[src/rtl/fc_window_buf.sv]
// FC-stage window buffer: selects an SRAM group, aligns it to the read
// latency, packs BEATS reads per window into a ping-pong pair.
//
// Ports:
//   clk, rst         clock, async active-high reset
//   sram_rdata       GROUP_NUM groups of BEAT_W bits, group g at [g*BEAT_W +: BEAT_W]
//   rd_en/rd_sel     read issued this cycle, and the group it targets
//   rd_last          this read closes the window early
//   rd_ready         a read issued now will be accepted
//   win_valid/ready  window handshake toward the MAC array
//   win_data         window, beat 0 in the MSB slice
//   win_beats        beats written into the presented window
//   ovf_err/sel_err  sticky: dropped read / out-of-range group
module fc_window_buf #(
  parameter int DATA_WIDTH            = 8,
  parameter int DATA_NUM_PER_SRAM_ADDR = 4,
  parameter int SRAM_NUM              = 5,
  parameter int GROUP_NUM             = 3,
  parameter int BEATS                 = 4,
  localparam int BEAT_W = DATA_NUM_PER_SRAM_ADDR * DATA_WIDTH * SRAM_NUM,
  localparam int WIN_W  = BEATS * BEAT_W,
  localparam int SEL_W  = (GROUP_NUM > 1) ? $clog2(GROUP_NUM) : 1,
  localparam int CNT_W  = $clog2(BEATS + 1)
) (
  input  logic                        clk,
  input  logic                        rst,
  input  logic [GROUP_NUM*BEAT_W-1:0] sram_rdata,
  input  logic                        rd_en,
  input  logic [SEL_W-1:0]            rd_sel,
  input  logic                        rd_last,
  output logic                        rd_ready,
  output logic                        win_valid,
  input  logic                        win_ready,
  output logic [WIN_W-1:0]            win_data,
  output logic [CNT_W-1:0]            win_beats,
  output logic                        ovf_err,
  output logic                        sel_err
);

  logic [WIN_W-1:0]  buf_q   [2];
  logic [WIN_W-1:0]  buf_d   [2];
  logic [CNT_W-1:0]  beats_q [2];
  logic [CNT_W-1:0]  beats_d [2];
  logic [1:0]        full_cnt_q, full_cnt_d;
  logic [CNT_W-1:0]  beat_cnt_q;
  logic              wr_ptr_q, rd_ptr_q;
  logic              v1_q, last1_q;
  logic [SEL_W-1:0]  sel1_q;
  logic              ovf_q, sel_err_q;

  logic [BEAT_W-1:0] slice;
  logic              sel_hit;
  logic              close_next;
  logic              close;
  logic              pop;
  logic              accept;

  assign close_next = last1_q | (beat_cnt_q == CNT_W'(BEATS - 1));
  assign close      = v1_q & close_next;
  assign win_valid  = (full_cnt_q != 2'd0);
  assign pop        = win_valid & win_ready;

  // Conservative: a same-cycle pop never raises rd_ready, so every
  // in-flight beat is guaranteed a free fill buffer.
  assign rd_ready = (full_cnt_q == 2'd0) |
                    ((full_cnt_q == 2'd1) & ~(v1_q & close_next));
  assign accept   = rd_en & rd_ready;

  assign win_data  = buf_q[rd_ptr_q];
  assign win_beats = beats_q[rd_ptr_q];
  assign ovf_err   = ovf_q;
  assign sel_err   = sel_err_q;

  // Group mux; an out-of-range select yields zeros.
  always_comb begin
    slice   = '0;
    sel_hit = 1'b0;
    for (int g = 0; g < GROUP_NUM; g++) begin
      if (sel1_q == SEL_W'(g)) begin
        slice   = sram_rdata[g*BEAT_W +: BEAT_W];
        sel_hit = 1'b1;
      end
    end
  end

  always_comb begin
    buf_d   = buf_q;
    beats_d = beats_q;
    // Clear on pop so an early-closed window reads zero in unwritten slots.
    if (pop) begin
      buf_d[rd_ptr_q]   = '0;
      beats_d[rd_ptr_q] = '0;
    end
    if (v1_q) begin
      for (int b = 0; b < BEATS; b++) begin
        if (beat_cnt_q == CNT_W'(b))
          buf_d[wr_ptr_q][(BEATS-1-b)*BEAT_W +: BEAT_W] = slice;
      end
      if (close)
        beats_d[wr_ptr_q] = beat_cnt_q + CNT_W'(1);
    end
  end

  always_comb begin
    full_cnt_d = full_cnt_q;
    unique case ({close, pop})
      2'b10:   full_cnt_d = full_cnt_q + 2'd1;
      2'b01:   full_cnt_d = full_cnt_q - 2'd1;
      default: full_cnt_d = full_cnt_q;
    endcase
  end

  always_ff @(posedge clk or posedge rst) begin
    if (rst) begin
      buf_q[0]   <= '0;
      buf_q[1]   <= '0;
      beats_q[0] <= '0;
      beats_q[1] <= '0;
      full_cnt_q <= '0;
      beat_cnt_q <= '0;
      wr_ptr_q   <= 1'b0;
      rd_ptr_q   <= 1'b0;
      v1_q       <= 1'b0;
      sel1_q     <= '0;
      last1_q    <= 1'b0;
      ovf_q      <= 1'b0;
      sel_err_q  <= 1'b0;
    end else begin
      buf_q[0]   <= buf_d[0];
      buf_q[1]   <= buf_d[1];
      beats_q[0] <= beats_d[0];
      beats_q[1] <= beats_d[1];
      full_cnt_q <= full_cnt_d;
      v1_q       <= accept;
      if (accept) begin
        sel1_q  <= rd_sel;
        last1_q <= rd_last;
      end
      if (v1_q)
        beat_cnt_q <= close ? '0 : beat_cnt_q + CNT_W'(1);
      if (close)
        wr_ptr_q <= ~wr_ptr_q;
      if (pop)
        rd_ptr_q <= ~rd_ptr_q;
      if (rd_en & ~rd_ready)
        ovf_q <= 1'b1;
      if (v1_q & ~sel_hit)
        sel_err_q <= 1'b1;
    end
  end

endmodule
[config.mk]
export PLATFORM = sky130hd
export DESIGN_NAME = fc_window_buf
export DESIGN_NICKNAME = d
export VERILOG_FILES = /design/src/rtl/fc_window_buf.sv
export SDC_FILE = /design/constraint.sdc
export NUM_CORES = 2
export LEC_CHECK = 0
export CORE_AREA = 2 2 442 444
export CTS_BUF_LIST = sky130_fd_sc_hd__clkbuf_16
export CTS_CLUSTER_DIAMETER = 80
export DETAILED_ROUTE_END_ITERATION = 10
export DIE_AREA = 0 0 444 446
export GPL_ROUTABILITY_DRIVEN = 1
export GPL_TIMING_DRIVEN = 0
export SETUP_SLACK_MARGIN = 0.1
export SLEW_MARGIN = 20
export SYNTH_ARGS = -nofsm -noshare
export SYNTH_HDL_FRONTEND = slang
export SYNTH_SLANG_ARGS = --single-unit
[constraint.sdc]
create_clock -name clk -period 112 [get_ports clk]
set_input_delay 16.8 -clock clk [delete_from_list [all_inputs] [get_ports clk]]
set_output_delay 16.8 -clock clk [all_outputs]
set_load 0.005 [all_outputs]
==> metrics.md <==
| Metric | Value |
|---|---|
| Status | `finished, final reports clean` |
| Crit Path Category | `reg2out` |
| Vias per Instance | `5.74` |
| CP endpoint kind | `output port` |
| I/O pin count | `1,134` |
| GRT Total Usage | `32.4%` |
| Die ar. | `198,000 um^2` |
| Drt initial violations | `5,956` |
| WP data required | `95.20 ns` |
| Clk_lat worst skew | `0.82 ns` |
| WHS Path Cells | `1` |
| Crit Path Max Fanout | `10` |
| Pre-CTS WS | `91.85 ns` |
| Adder-cell share of the synthesized area | `0.167%` |
| Vias in the first global route | `52,592` |
| Initial Util | `30.9%` |
| PD cells | `27.9 nW/um^2` |
| Total Power | `2.23 mW` |
| Nets@finish | `7,406` |
| WL final | `331 mm` |
| Final setup vio count | `0` |
| Htree depth | `4` |
| Yosys reg bits | `1,299` |
| P_leak | `34.2 nW` |
| Worst setup path startpoint | `rd_ptr_q` |
| Number of cells on the worst reg-to-reg path | `5` |
| Global-route wire length before repair | `443 mm` |
| Syn Nets | `6,096` |
| Area share of xor/xnor cells in the synthesized design | `0.0586%` |
| Final min period | `20.83 ns` |
| Most used DFF post-synth | `dfrtp_1` |
| Worst setup endpoint | `win_data[517]` |
| Max_cap viols | `0` |
| Remaining antenna violation count | `0` |
| CTS tree | `built` |
| Post-route setup slack | `91.17 ns` |
| Gate Count Post-Synth | `5,601` |
| Root Buffer | `clkbuf_16` |
| CP Cell Sequence | `buf_2 -> clkbuf_1 -> buf_2 -> mux2_2 -> clkdlybuf4s50_1` |
| Synth Area per Inst | `10.7 um^2` |
| Num CTS Buffers | `151` |
| Layout area overhead | `33.6%` |
| Die Span Y | `446 um` |
| Via count | `55,041` |
| Worst EP arrival | `4.03 ns` |
| Psw | `0.977 mW` |
| Relative slew slack | `18.7%` |
| Tightest Pin Transition | `1.22 ns` |
| Worst Clk Skew | `0.0491 ns` |
| Worst hold-check slack | `0.479 ns` |
| Initial antenna violation count | `38` |
| Slowest cell delay on critical path | `0.90 ns` |
| Total grt overflow | `0` |
| Largest family of logic cells by synthesized area | `multiplexers` |
| Non-filler instance count after layout | `9,591` |
| Fin crit share | `18.6%` |
| Asr flop ratio synth | `100%` |
| Post-synthesis compound-gate area fraction | `13.1%` |
| DRC | `0` |
| Hold Vio Cnt, Final | `0` |
| Final core occ | `41.3%` |
| Synth warnings | `0` |
| Placed Cells | `9,300` |
| Combinational power share | `48.0%` |
| Startpoint Class | `flip-flop` |
| Cell row count | `162` |
| Die width | `444 um` |
| Unique masters post-synth | `36` |
| Post-CTS Setup Inserts | `0` |
| Most frequent cells in the layout | `1,299 x dfrtp_1, 1,250 x nand3_1, 1,133 x clkdlybuf4s50_1` |
| Most common cell after layout, fill and taps aside | `dfrtp_1` |
| Routability cong. | `0.924` |
| Synth Area in Simple Gates | `13.0%` |
| IO Port Bufs | `1,133` |
| RSZ-0062 raised after global routing | `false` |
| Largest net degree at the start of global routing | `105` |
| Mux cell area share after synthesis | `14.8%` |
| Layout cells sized above 1 | `16.0%` |
| Router iterations before antenna repair | `9` |
| Finished Cell Area | `79,900 um^2` |
| F_max | `0.0480 GHz` |
| Crit path max-delay cell type | `clkbuf_1` |
| Setup TNS Final | `0 ns` |
| Pint | `1.25 mW` |
| Sequential share of the synthesized area | `54.3%` |
| CTS clk-pin slew, worst paths | `0.06 ns` |
| Clk pwr share | `22.2%` |
| Synthesized area | `59,800 um^2` |
| Most frequent CP cell | `buf_2` |
| Clock Tree Buf Depth | `3` |
| Sw frac | `43.8%` |
| Detail Placement HPWL | `250 mm` |
| EDFF count, synth | `0` |
| Floorplan core area | `194,000 um^2` |
| Slew Viols, Final | `0` |
| R2r setup slk | `108.23 ns` |
| Average routed wire per standard cell | `34.5 um` |
| Peak supply drop | `0.0144 mV` |
| Worst r2r src | `sel1_q[1]` |
| Clock Sinks | `1,299` |
| Reg2reg end | `buf_q[475]` |
| Worst hold path type | `reg2reg` |
| Post-CTS sizing | `0` |
| DP Area | `75,000 um^2` |
| Sequential Power Share | `29.8%` |
| Hold_buf cts | `0` |
==> power by group through the flow <==
stage / clock network [mW] / registers, mW / logic (mW)
after floorplan: 0 / 0.652 / 0.479
after global placement: 0 / 0.669 / 1.04
after global routing: 0.518 / 0.678 / 1.11
after detailed placement: 0 / 0.669 / 1.06
final: 0.495 / 0.664 / 1.07
after CTS: 0.499 / 0.661 / 1.06
==> flip-flops by register name, indices dropped and copies added, names as in the netlist <==
signal	count
rd_ptr_q	1
buf_q	1280
last1_q	1
wr_ptr_q	1
beats_q	6
ovf_err	1
full_cnt_q	2
beat_cnt_q	3
sel1_q	2
v1_q	1
sel_err	1
==> per-layer routing <==
layer	vias up	track usage, %	wire, um
met4	8	19.7	23000
met3	659	7.99	27900
met5	-	0	48
met2	2997	50.4	150000
li1	22983	-	-
met1	28394	40.5	130000
==> synthesized netlist by cell type (3+ instances only) <==
cell	n	area, um^2
o32ai_1	3	26.3
o21ai_1	301	1510
buf_2	164	821
o2bb2ai_1	18	158
xnor2_1	3	26.3
buf_6	45	507
nand4b_1	3	26.3
nand2_1	4	15.0
mux2i_1	160	1600
buf_1	116	435
nand3_1	1250	6260
nand4bb_1	3	33.8
nand3_2	18	180
inv_1	12	45.0
ha_1	8	100
o21a_1	160	1200
dfrtp_1	1299	32500
buf_4	9	67.6
o21ai_0	972	4860
clkbuf_1	234	878
nand3b_1	162	1220
mux2_2	643	7240
==> how the worst min path moves through the flow <==
stage	start	to
after global routing	sel_err	sel_err
after global placement	sel_err	sel_err
after CTS	sel_err	sel_err
final	sel_err	sel_err
after detailed placement	sel_err	sel_err
after floorplan	full_cnt_q[1]	full_cnt_q[1]
==> kinds of logic after synthesis <==
| logic type | after synthesis |
|---|---|
| simple gates | 1446 |
| compound gates | 1461 |
| buf+inv | 580 |
| xor+xnor | 4 |
| mux | 803 |
| fa+ha+maj | 8 |
| flops | 1299 |
==> layout make-up <==
cell class                 instances  area (um^2)
antenna                           22         55.1
buffer                           568         2730
clock buffer                     153         3830
clock inverter                   116         1030
fill                           18861       114000
inverter                          12         52.6
multi-input combinational       3722        24600
sequential                      1299        32500
tap                             2542         3180
timing repair buffer            1157        12000
==> worst max-delay path, delay by kind of cell (launching register included) <==
family                 cells  cell delay, ns
buffers and inverters      4            2.49
flip-flops                 1            0.33
multiplexers               1            0.40
No activity file was read; power rests on OpenSTA's default activity.
